[config.mk]
export PLATFORM = sky130hd
export DESIGN_NAME = alu_md_ctrl
export DESIGN_NICKNAME = d
export VERILOG_FILES = /design/src/rtl/alu_md_ctrl.sv
export SDC_FILE = /design/constraint.sdc
export NUM_CORES = 1
export LEC_CHECK = 0
export ABC_AREA = 1
export CAP_MARGIN = 5
export CELL_PAD_IN_SITES_DETAIL_PLACEMENT = 1
export CELL_PAD_IN_SITES_GLOBAL_PLACEMENT = 2
export CORE_MARGIN = 3
export CORE_UTILIZATION = 30
export DETAILED_ROUTE_END_ITERATION = 10
export HOLD_SLACK_MARGIN = 0.08
export PLACE_DENSITY = 0.77
export SYNTH_ARGS = -nofsm -noshare
export SYNTH_HDL_FRONTEND = slang
export SYNTH_SLANG_ARGS = --single-unit
[constraint.sdc]
create_clock -name clk -period 3.55 [get_ports clk]
set_input_delay 0.355 -clock clk [delete_from_list [all_inputs] [get_ports clk]]
set_output_delay 0.355 -clock clk [all_outputs]
set_load 0.01 [all_outputs]
[src/rtl/alu_md_ctrl.sv]
// ALU control decoder plus an iterative multiply/divide unit with its HI/LO registers.
// The unit runs one shift-add or restoring-subtract step per cycle on operand magnitudes.
module alu_md_ctrl #(
  parameter int unsigned WIDTH = 32,
  parameter int unsigned CNT_W = 6
) (
  input  logic             clk,
  input  logic             rst,
  input  logic [5:0]       funct,
  input  logic [1:0]       alu_ct_op,
  input  logic             issue,
  input  logic [WIDTH-1:0] rs_val,
  input  logic [WIDTH-1:0] rt_val,
  output logic [3:0]       alu_ct,
  output logic             md_busy,
  output logic             stall,
  output logic [WIDTH-1:0] md_rdata
);

  localparam logic [5:0] FnMfhi = 6'b010000;
  localparam logic [5:0] FnMflo = 6'b010010;
  localparam logic [CNT_W-1:0] CntLoad = CNT_W'(WIDTH);
  localparam logic [CNT_W-1:0] CntOne  = CNT_W'(1);

  typedef enum logic [1:0] {StIdle, StMul, StDiv} state_e;

  state_e           state_q, state_d;
  logic             busy_q, busy_d;
  logic [CNT_W-1:0] cnt_q, cnt_d;
  logic [WIDTH:0]   acc_q, acc_d;
  logic [WIDTH-1:0] mpl_q, mpl_d;
  logic [WIDTH-1:0] opd_q, opd_d;
  logic [WIDTH-1:0] hi_q, hi_d;
  logic [WIDTH-1:0] lo_q, lo_d;
  logic             neg_res_q, neg_res_d;
  logic             neg_rem_q, neg_rem_d;
  logic             div_zero_q, div_zero_d;

  // MD class is 01x0xx under the R-type ALU class.
  logic is_md, accept, signed_op, a_neg, b_neg;
  logic [WIDTH-1:0] a_mag, b_mag;

  assign is_md     = (alu_ct_op == 2'b10) && (funct[5:4] == 2'b01) && !funct[2];
  assign accept    = issue && is_md && !busy_q;
  assign signed_op = !funct[0];
  assign a_neg     = signed_op && rs_val[WIDTH-1];
  assign b_neg     = signed_op && rt_val[WIDTH-1];
  assign a_mag     = a_neg ? -rs_val : rs_val;
  assign b_mag     = b_neg ? -rt_val : rt_val;

  assign stall   = rst && issue && is_md && busy_q;
  assign md_busy = busy_q;

  always_comb begin
    md_rdata = '0;
    if (rst) begin
      if (funct == FnMfhi) md_rdata = hi_q;
      else if (funct == FnMflo) md_rdata = lo_q;
    end
  end

  always_comb begin
    alu_ct = 4'b0000;
    if (rst) begin
      unique case (alu_ct_op)
        2'b00: alu_ct = 4'b0010;
        2'b01: alu_ct = 4'b0110;
        2'b11: alu_ct = 4'b0000;
        2'b10: begin
          case (funct)
            6'b100001: alu_ct = 4'b0010;
            6'b100011: alu_ct = 4'b0110;
            6'b100100: alu_ct = 4'b0000;
            6'b100101: alu_ct = 4'b0001;
            6'b100111: alu_ct = 4'b1100;
            6'b101010: alu_ct = 4'b0111;
            6'b101011: alu_ct = 4'b1111;
            default:   alu_ct = 4'b0000;
          endcase
        end
        default: alu_ct = 4'b0000;
      endcase
    end
  end

  // One engine step. Multiply shifts {acc, mpl} right after a conditional add;
  // divide shifts {acc, mpl} left and subtracts the divisor when it fits.
  logic [WIDTH:0]   mul_sum, div_sh;
  logic             div_ge;
  logic [WIDTH:0]   step_acc;
  logic [WIDTH-1:0] step_mpl;

  assign mul_sum = acc_q + (mpl_q[0] ? {1'b0, opd_q} : {(WIDTH+1){1'b0}});
  assign div_sh  = {acc_q[WIDTH-1:0], mpl_q[WIDTH-1]};
  assign div_ge  = div_sh >= {1'b0, opd_q};

  always_comb begin
    if (state_q == StDiv) begin
      step_acc = div_ge ? (div_sh - {1'b0, opd_q}) : div_sh;
      step_mpl = {mpl_q[WIDTH-2:0], div_ge};
    end else begin
      step_acc = {1'b0, mul_sum[WIDTH:1]};
      step_mpl = {mul_sum[0], mpl_q[WIDTH-1:1]};
    end
  end

  // Sign fix-up applied to the final step's result on the completing edge.
  logic [2*WIDTH-1:0] prod_mag, prod_res;
  logic [WIDTH-1:0]   quo_res, rem_res;

  assign prod_mag = {step_acc[WIDTH-1:0], step_mpl};
  assign prod_res = neg_res_q ? -prod_mag : prod_mag;
  assign quo_res  = div_zero_q ? {WIDTH{1'b1}} : (neg_res_q ? -step_mpl : step_mpl);
  assign rem_res  = neg_rem_q ? -step_acc[WIDTH-1:0] : step_acc[WIDTH-1:0];

  always_comb begin
    state_d    = state_q;
    busy_d     = busy_q;
    cnt_d      = cnt_q;
    acc_d      = acc_q;
    mpl_d      = mpl_q;
    opd_d      = opd_q;
    hi_d       = hi_q;
    lo_d       = lo_q;
    neg_res_d  = neg_res_q;
    neg_rem_d  = neg_rem_q;
    div_zero_d = div_zero_q;

    unique case (state_q)
      StIdle: begin
        if (accept) begin
          if (funct[3]) begin
            busy_d     = 1'b1;
            cnt_d      = CntLoad;
            acc_d      = '0;
            neg_res_d  = a_neg ^ b_neg;
            neg_rem_d  = a_neg;
            div_zero_d = (rt_val == '0);
            if (funct[1]) begin
              state_d = StDiv;
              mpl_d   = a_mag;
              opd_d   = b_mag;
            end else begin
              state_d = StMul;
              mpl_d   = b_mag;
              opd_d   = a_mag;
            end
          end else if (funct[0]) begin
            if (funct[1]) lo_d = rs_val;
            else          hi_d = rs_val;
          end
        end
      end
      StMul, StDiv: begin
        acc_d = step_acc;
        mpl_d = step_mpl;
        cnt_d = cnt_q - CntOne;
        if (cnt_q == CntOne) begin
          state_d = StIdle;
          busy_d  = 1'b0;
          if (state_q == StDiv) begin
            hi_d = rem_res;
            lo_d = quo_res;
          end else begin
            hi_d = prod_res[2*WIDTH-1:WIDTH];
            lo_d = prod_res[WIDTH-1:0];
          end
        end
      end
      default: begin
        state_d = StIdle;
        busy_d  = 1'b0;
        cnt_d   = '0;
      end
    endcase
  end

  always_ff @(posedge clk or negedge rst) begin
    if (!rst) begin
      state_q    <= StIdle;
      busy_q     <= 1'b0;
      cnt_q      <= '0;
      acc_q      <= '0;
      mpl_q      <= '0;
      opd_q      <= '0;
      hi_q       <= '0;
      lo_q       <= '0;
      neg_res_q  <= 1'b0;
      neg_rem_q  <= 1'b0;
      div_zero_q <= 1'b0;
    end else begin
      state_q    <= state_d;
      busy_q     <= busy_d;
      cnt_q      <= cnt_d;
      acc_q      <= acc_d;
      mpl_q      <= mpl_d;
      opd_q      <= opd_d;
      hi_q       <= hi_d;
      lo_q       <= lo_d;
      neg_res_q  <= neg_res_d;
      neg_rem_q  <= neg_rem_d;
      div_zero_q <= div_zero_d;
    end
  end

endmodule

==> insert_results.sql <==
INSERT INTO impl_metrics (metric_group, metric, value, unit) VALUES
('global_routing', 'antenna_violations_before_repair', '6', ''),
('setup_path', 'cp.arrival', '4.32', 'ns'),
('global_routing', 'remaining_global_route_overflow', '0', ''),
('logic_synthesis', 'synthesized_flop_and_latch_total', '173', ''),
('power', 'irDropWorstVdd', '0.4585', 'mV'),
('setup_path', 'crit_path_max_fanout', '4', ''),
('power', 'switching_share', '51.77', '%'),
('sta', 'timing.fmax', '258.3', 'MHz'),
('place', 'post-place-cells', '4648', ''),
('setup_path', 'crit_path_frequent_cell', 'sky130_fd_sc_hd__inv_2', ''),
('sta', 'rsz0062_at_grt', 'true', ''),
('setup_path', 'crit_path_start_kind', 'flop', ''),
('layout', 'layout.nets', '4052', ''),
('layout', 'fillers', '8194', ''),
('floorplanning', 'floorplan.core_area', '62280', 'um2'),
('logic_synthesis', 'synthArstFlopShare', '100.0', '%'),
('routing', 'vias_per_cell', '5.292', ''),
('floorplanning', 'die_w', '257.9', 'um'),
('logic_synthesis', 'distinct_cell_type_count_of_the_synthesized_netlist', '59', ''),
('logic_synthesis', 'syn-cell-area', '19040', 'um2'),
('logic_synthesis', 'synth_seq_area_share', '22.73', '%'),
('floorplanning', 'fp.dieArea', '66540', 'um2'),
('place', 'buffer_ports.inserted', '112', ''),
('layout', 'flow.area_growth_from_synthesis', '48.96', '%'),
('routing', 'avgRoutedWirePerCell', '23.95', 'um'),
('global_routing', 'grt_max_degree', '125', ''),
('clocking', 'ctsRootBufferMaster', 'sky130_fd_sc_hd__clkbuf_16', ''),
('setup_path', 'cp.buffers_inverters', '6', ''),
('sta', 'worst_slew_margin_rel', '32.38', '%'),
('clocking', 'cts_tree', 'done', ''),
('outcome', 'outcome', 'complete, but fails checks', ''),
('layout', 'post-route-cell-area', '28370', 'um2'),
('floorplanning', 'die_h', '257.9', 'um'),
('power', 'power-per-cell-area', '759.7', 'nW/um2'),
('routing', 'detailed_route_drc_error_count', '0', ''),
('routing', 'vias', '25150', ''),
('outcome', 'violations', 'setup timing', ''),
('logic_synthesis', 'synth-main-ff-cell', 'sky130_fd_sc_hd__dfrtp_1', ''),
('logic_synthesis', 'synth_warnings', '0', ''),
('routing', 'drt-initial-drc-count', '1694', ''),
('flow_run', 'maxcap_viol_count', '0', ''),
('sta', 'hold_ws', '0.2942', 'ns'),
('setup_path', 'critical-path-max-stage-delay', '0.41', 'ns'),
('clocking', 'cts_num_sinks', '173', ''),
('power', 'p_clk_share', '9.8', '%'),
('layout', 'post_route_cells_drive_above_1_share', '29.63', '%'),
('place', 'dp.final_hpwl', '91.68', 'mm'),
('routing', 'tritonroute_pass_1_iters', '5', ''),
('sta', 'timing_max_transition_violations_final', '0', ''),
('clocking', 'ctsHtreeMaxLevel', '4', ''),
('clocking', 'path_clk_slew', '0.10', 'ns'),
('power', 'p_switching', '11.16', 'mW'),
('routing', 'ant_nets', '0', ''),
('sta', 'finalSetupViolCount', '38', ''),
('global_routing', 'grt_use_total', '33.26', '%'),
('layout', 'final_cell_count_no_fill', '4753', ''),
('place', 'gp_routability_congestion', '0.9650', ''),
('place', 'postPlaceCellArea', '25300', 'um2'),
('power', 'static-leakage-power', '14.08', 'nW'),
('sta', 'final.setup_skew', '0.02816', 'ns'),
('sta', 'layout_min_cycle_time', '3.871', 'ns'),
('setup_path', 'cp-end-kind', 'flop', ''),
('floorplanning', 'initial_utilization', '30.58', '%'),
('setup_path', 'crit_type', 'flop to flop', ''),
('logic_synthesis', 'synth_cells', '3223', ''),
('floorplanning', 'pin_count', '113', ''),
('setup_path', 'worst_ep_required_time', '3.99', 'ns'),
('sta', 'worst_slack', '-0.3213', 'ns'),
('power', 'power.total', '21.55', 'mW'),
('logic_synthesis', 'syn-mean-instance-area', '5.909', 'um2'),
('logic_synthesis', 'syn_nets', '3373', '');
## final timing paths
check                                   endpoint             startpoint  slack, ns  cells past startpoint
min in group clk             lo_q[1]$_DFFE_PN0P_    lo_q[1]$_DFFE_PN0P_       0.49                      2
min reg2reg                  lo_q[1]$_DFFE_PN0P_    lo_q[1]$_DFFE_PN0P_       0.49                      2
max                         hi_q[12]$_DFFE_PN0P_  opd_q[28]$_DFFE_PN0P_      -0.32                     28
max in group asynchronous  acc_q[23]$_DFFE_PN0P_                    rst       1.46                      4
min                          hi_q[4]$_DFFE_PN0P_                    rst       0.29                      2
max reg2reg                 hi_q[12]$_DFFE_PN0P_  opd_q[28]$_DFFE_PN0P_      -0.32                     28
## state kept, by name, indices dropped and copies added, names as in the netlist
| signal | flops |
|---|---|
| mpl_q | 32 |
| acc_q | 33 |
| neg_res_q | 1 |
| opd_q | 32 |
| neg_rem_q | 1 |
| hi_q | 32 |
| md_busy | 1 |
| cnt_q | 6 |
| lo_q | 32 |
| div_zero_q | 1 |
| state_q | 2 |
## metal layers
metal | up-vias | GRT usage, % | routed length [um]
met4 | 0 | 17.62 | 6979
met1 | 12340 | 39.51 | 45560
met2 | 810 | 58.56 | 55960
met3 | 242 | 4.080 | 5316
met5 | - | 0 | 0
li1 | 11760 | - | -
## cell type report
type                            count  area [um2]  share of cell area (%)
Sequential cell                   173        4333                   15.27
Timing Repair Buffer              784        6340                   22.35
Clock inverter                     15       193.9                  0.6837
Multi-Input combinational cell   2465       14280                   50.35
Inverter                          461        1743                   6.144
Clock buffer                       17       425.4                   1.500
Tap cell                          837        1047                   3.692
Antenna cell                        1       2.502                0.008821
## synthesized netlist by cell type, types with 12 or more instances
library cell	number	area, um2
sky130_fd_sc_hd__nand4_1	42	262.8
sky130_fd_sc_hd__inv_1	449	1685
sky130_fd_sc_hd__or2_2	20	125.1
sky130_fd_sc_hd__nor2_1	332	1246
sky130_fd_sc_hd__nand3_2	12	120.1
sky130_fd_sc_hd__dfrtp_1	173	4329
sky130_fd_sc_hd__o211ai_1	23	172.7
sky130_fd_sc_hd__nor3_1	33	165.2
sky130_fd_sc_hd__o21ai_0	247	1236
sky130_fd_sc_hd__nor2_2	37	231.5
sky130_fd_sc_hd__nand3_1	238	1191
sky130_fd_sc_hd__xor2_1	57	499.2
sky130_fd_sc_hd__xnor2_1	16	140.1
sky130_fd_sc_hd__clkbuf_1	79	296.5
sky130_fd_sc_hd__o22ai_1	38	237.7
sky130_fd_sc_hd__nand2_1	959	3600
sky130_fd_sc_hd__a2bb2oi_1	21	183.9
sky130_fd_sc_hd__a21boi_1	13	97.59
sky130_fd_sc_hd__ha_1	73	913.4
sky130_fd_sc_hd__nand3b_1	20	150.1
sky130_fd_sc_hd__o21ai_1	16	80.08
sky130_fd_sc_hd__buf_2	21	105.1
sky130_fd_sc_hd__a21oi_1	167	835.8
## what timing repair did
item | 4_1_cts | 5_1_grt
endpoints found under the setup margin | 48 | 45
gates resized for setup | 261 | 182
hold buffers | 1 | 0
buffers inserted | 39 | 34
pin swaps | 61 | 62
endpoints found under the hold margin | 20 | 0
gates cloned | 0 | 1
## worst reg2reg max path, delay by kind of cell (launching register included)
kind	cells	cell delay, ns
buffers and inverters	6	0.56
AO/OA/AOI/OAI	5	0.74
flip-flops	1	0.41
AND/OR/NAND/NOR	15	1.72
adder cells (fa/ha/maj)	2	0.40
## placed cells by master (no fill, tap or decap), types with 33 or more instances in the layout
master and instances:
sky130_fd_sc_hd__o21ai_0 224, sky130_fd_sc_hd__buf_4 653, sky130_fd_sc_hd__dfrtp_1 170, sky130_fd_sc_hd__nor2_2 63, sky130_fd_sc_hd__o22ai_1 38, sky130_fd_sc_hd__nand2_1 867, sky130_fd_sc_hd__nand2_2 83, sky130_fd_sc_hd__clkdlybuf4s50_1 110
sky130_fd_sc_hd__ha_4 50, sky130_fd_sc_hd__nand3_2 39, sky130_fd_sc_hd__nor3_1 33, sky130_fd_sc_hd__nor2_1 277, sky130_fd_sc_hd__xor2_1 56, sky130_fd_sc_hd__inv_2 40, sky130_fd_sc_hd__a21oi_1 147, sky130_fd_sc_hd__nand3_1 194
sky130_fd_sc_hd__inv_1 414, sky130_fd_sc_hd__nand4_1 42
## power by group through the flow
stage	sequential (mW)	clock, mW	combinational (mW)
detailed placement	3.22	0	13.8
floorplan	3.06	0	6.42
global placement	3.17	0	13.5
finish	3.28	2.11	16.2
CTS	3.25	2.13	15.0
global route	3.36	2.21	17.2
## metrics by stage
| stage | setup TNS [ns] | setup WS [ns] | util [%] |
|---|---|---|---|
| after global routing | -14.49 | -0.5028 | 45.54 |
| after global placement | -14.87 | -0.5508 | 40.62 |
| final | -6.415 | -0.3213 | 45.55 |
| after detailed placement | -22.69 | -0.7485 | 40.62 |
| after floorplan | 0 | 0.02697 | - |
| after CTS | -3.463 | -0.2115 | 43.98 |
## cells by family (layout without fill, tap and decap cells)
family / Yosys count / in the layout / synth area share [%]
fa+ha+maj: 75 / 75 / 5.007
simple gates: 1744 / 1744 / 39.78
flops: 173 / 173 / 22.73
xor+xnor: 73 / 73 / 3.357
compound gates: 573 / 573 / 16.96
other cells: 0 / 1 / 0
buf+inv: 585 / 1277 / 12.17
Power figures use the tool's default switching activity.
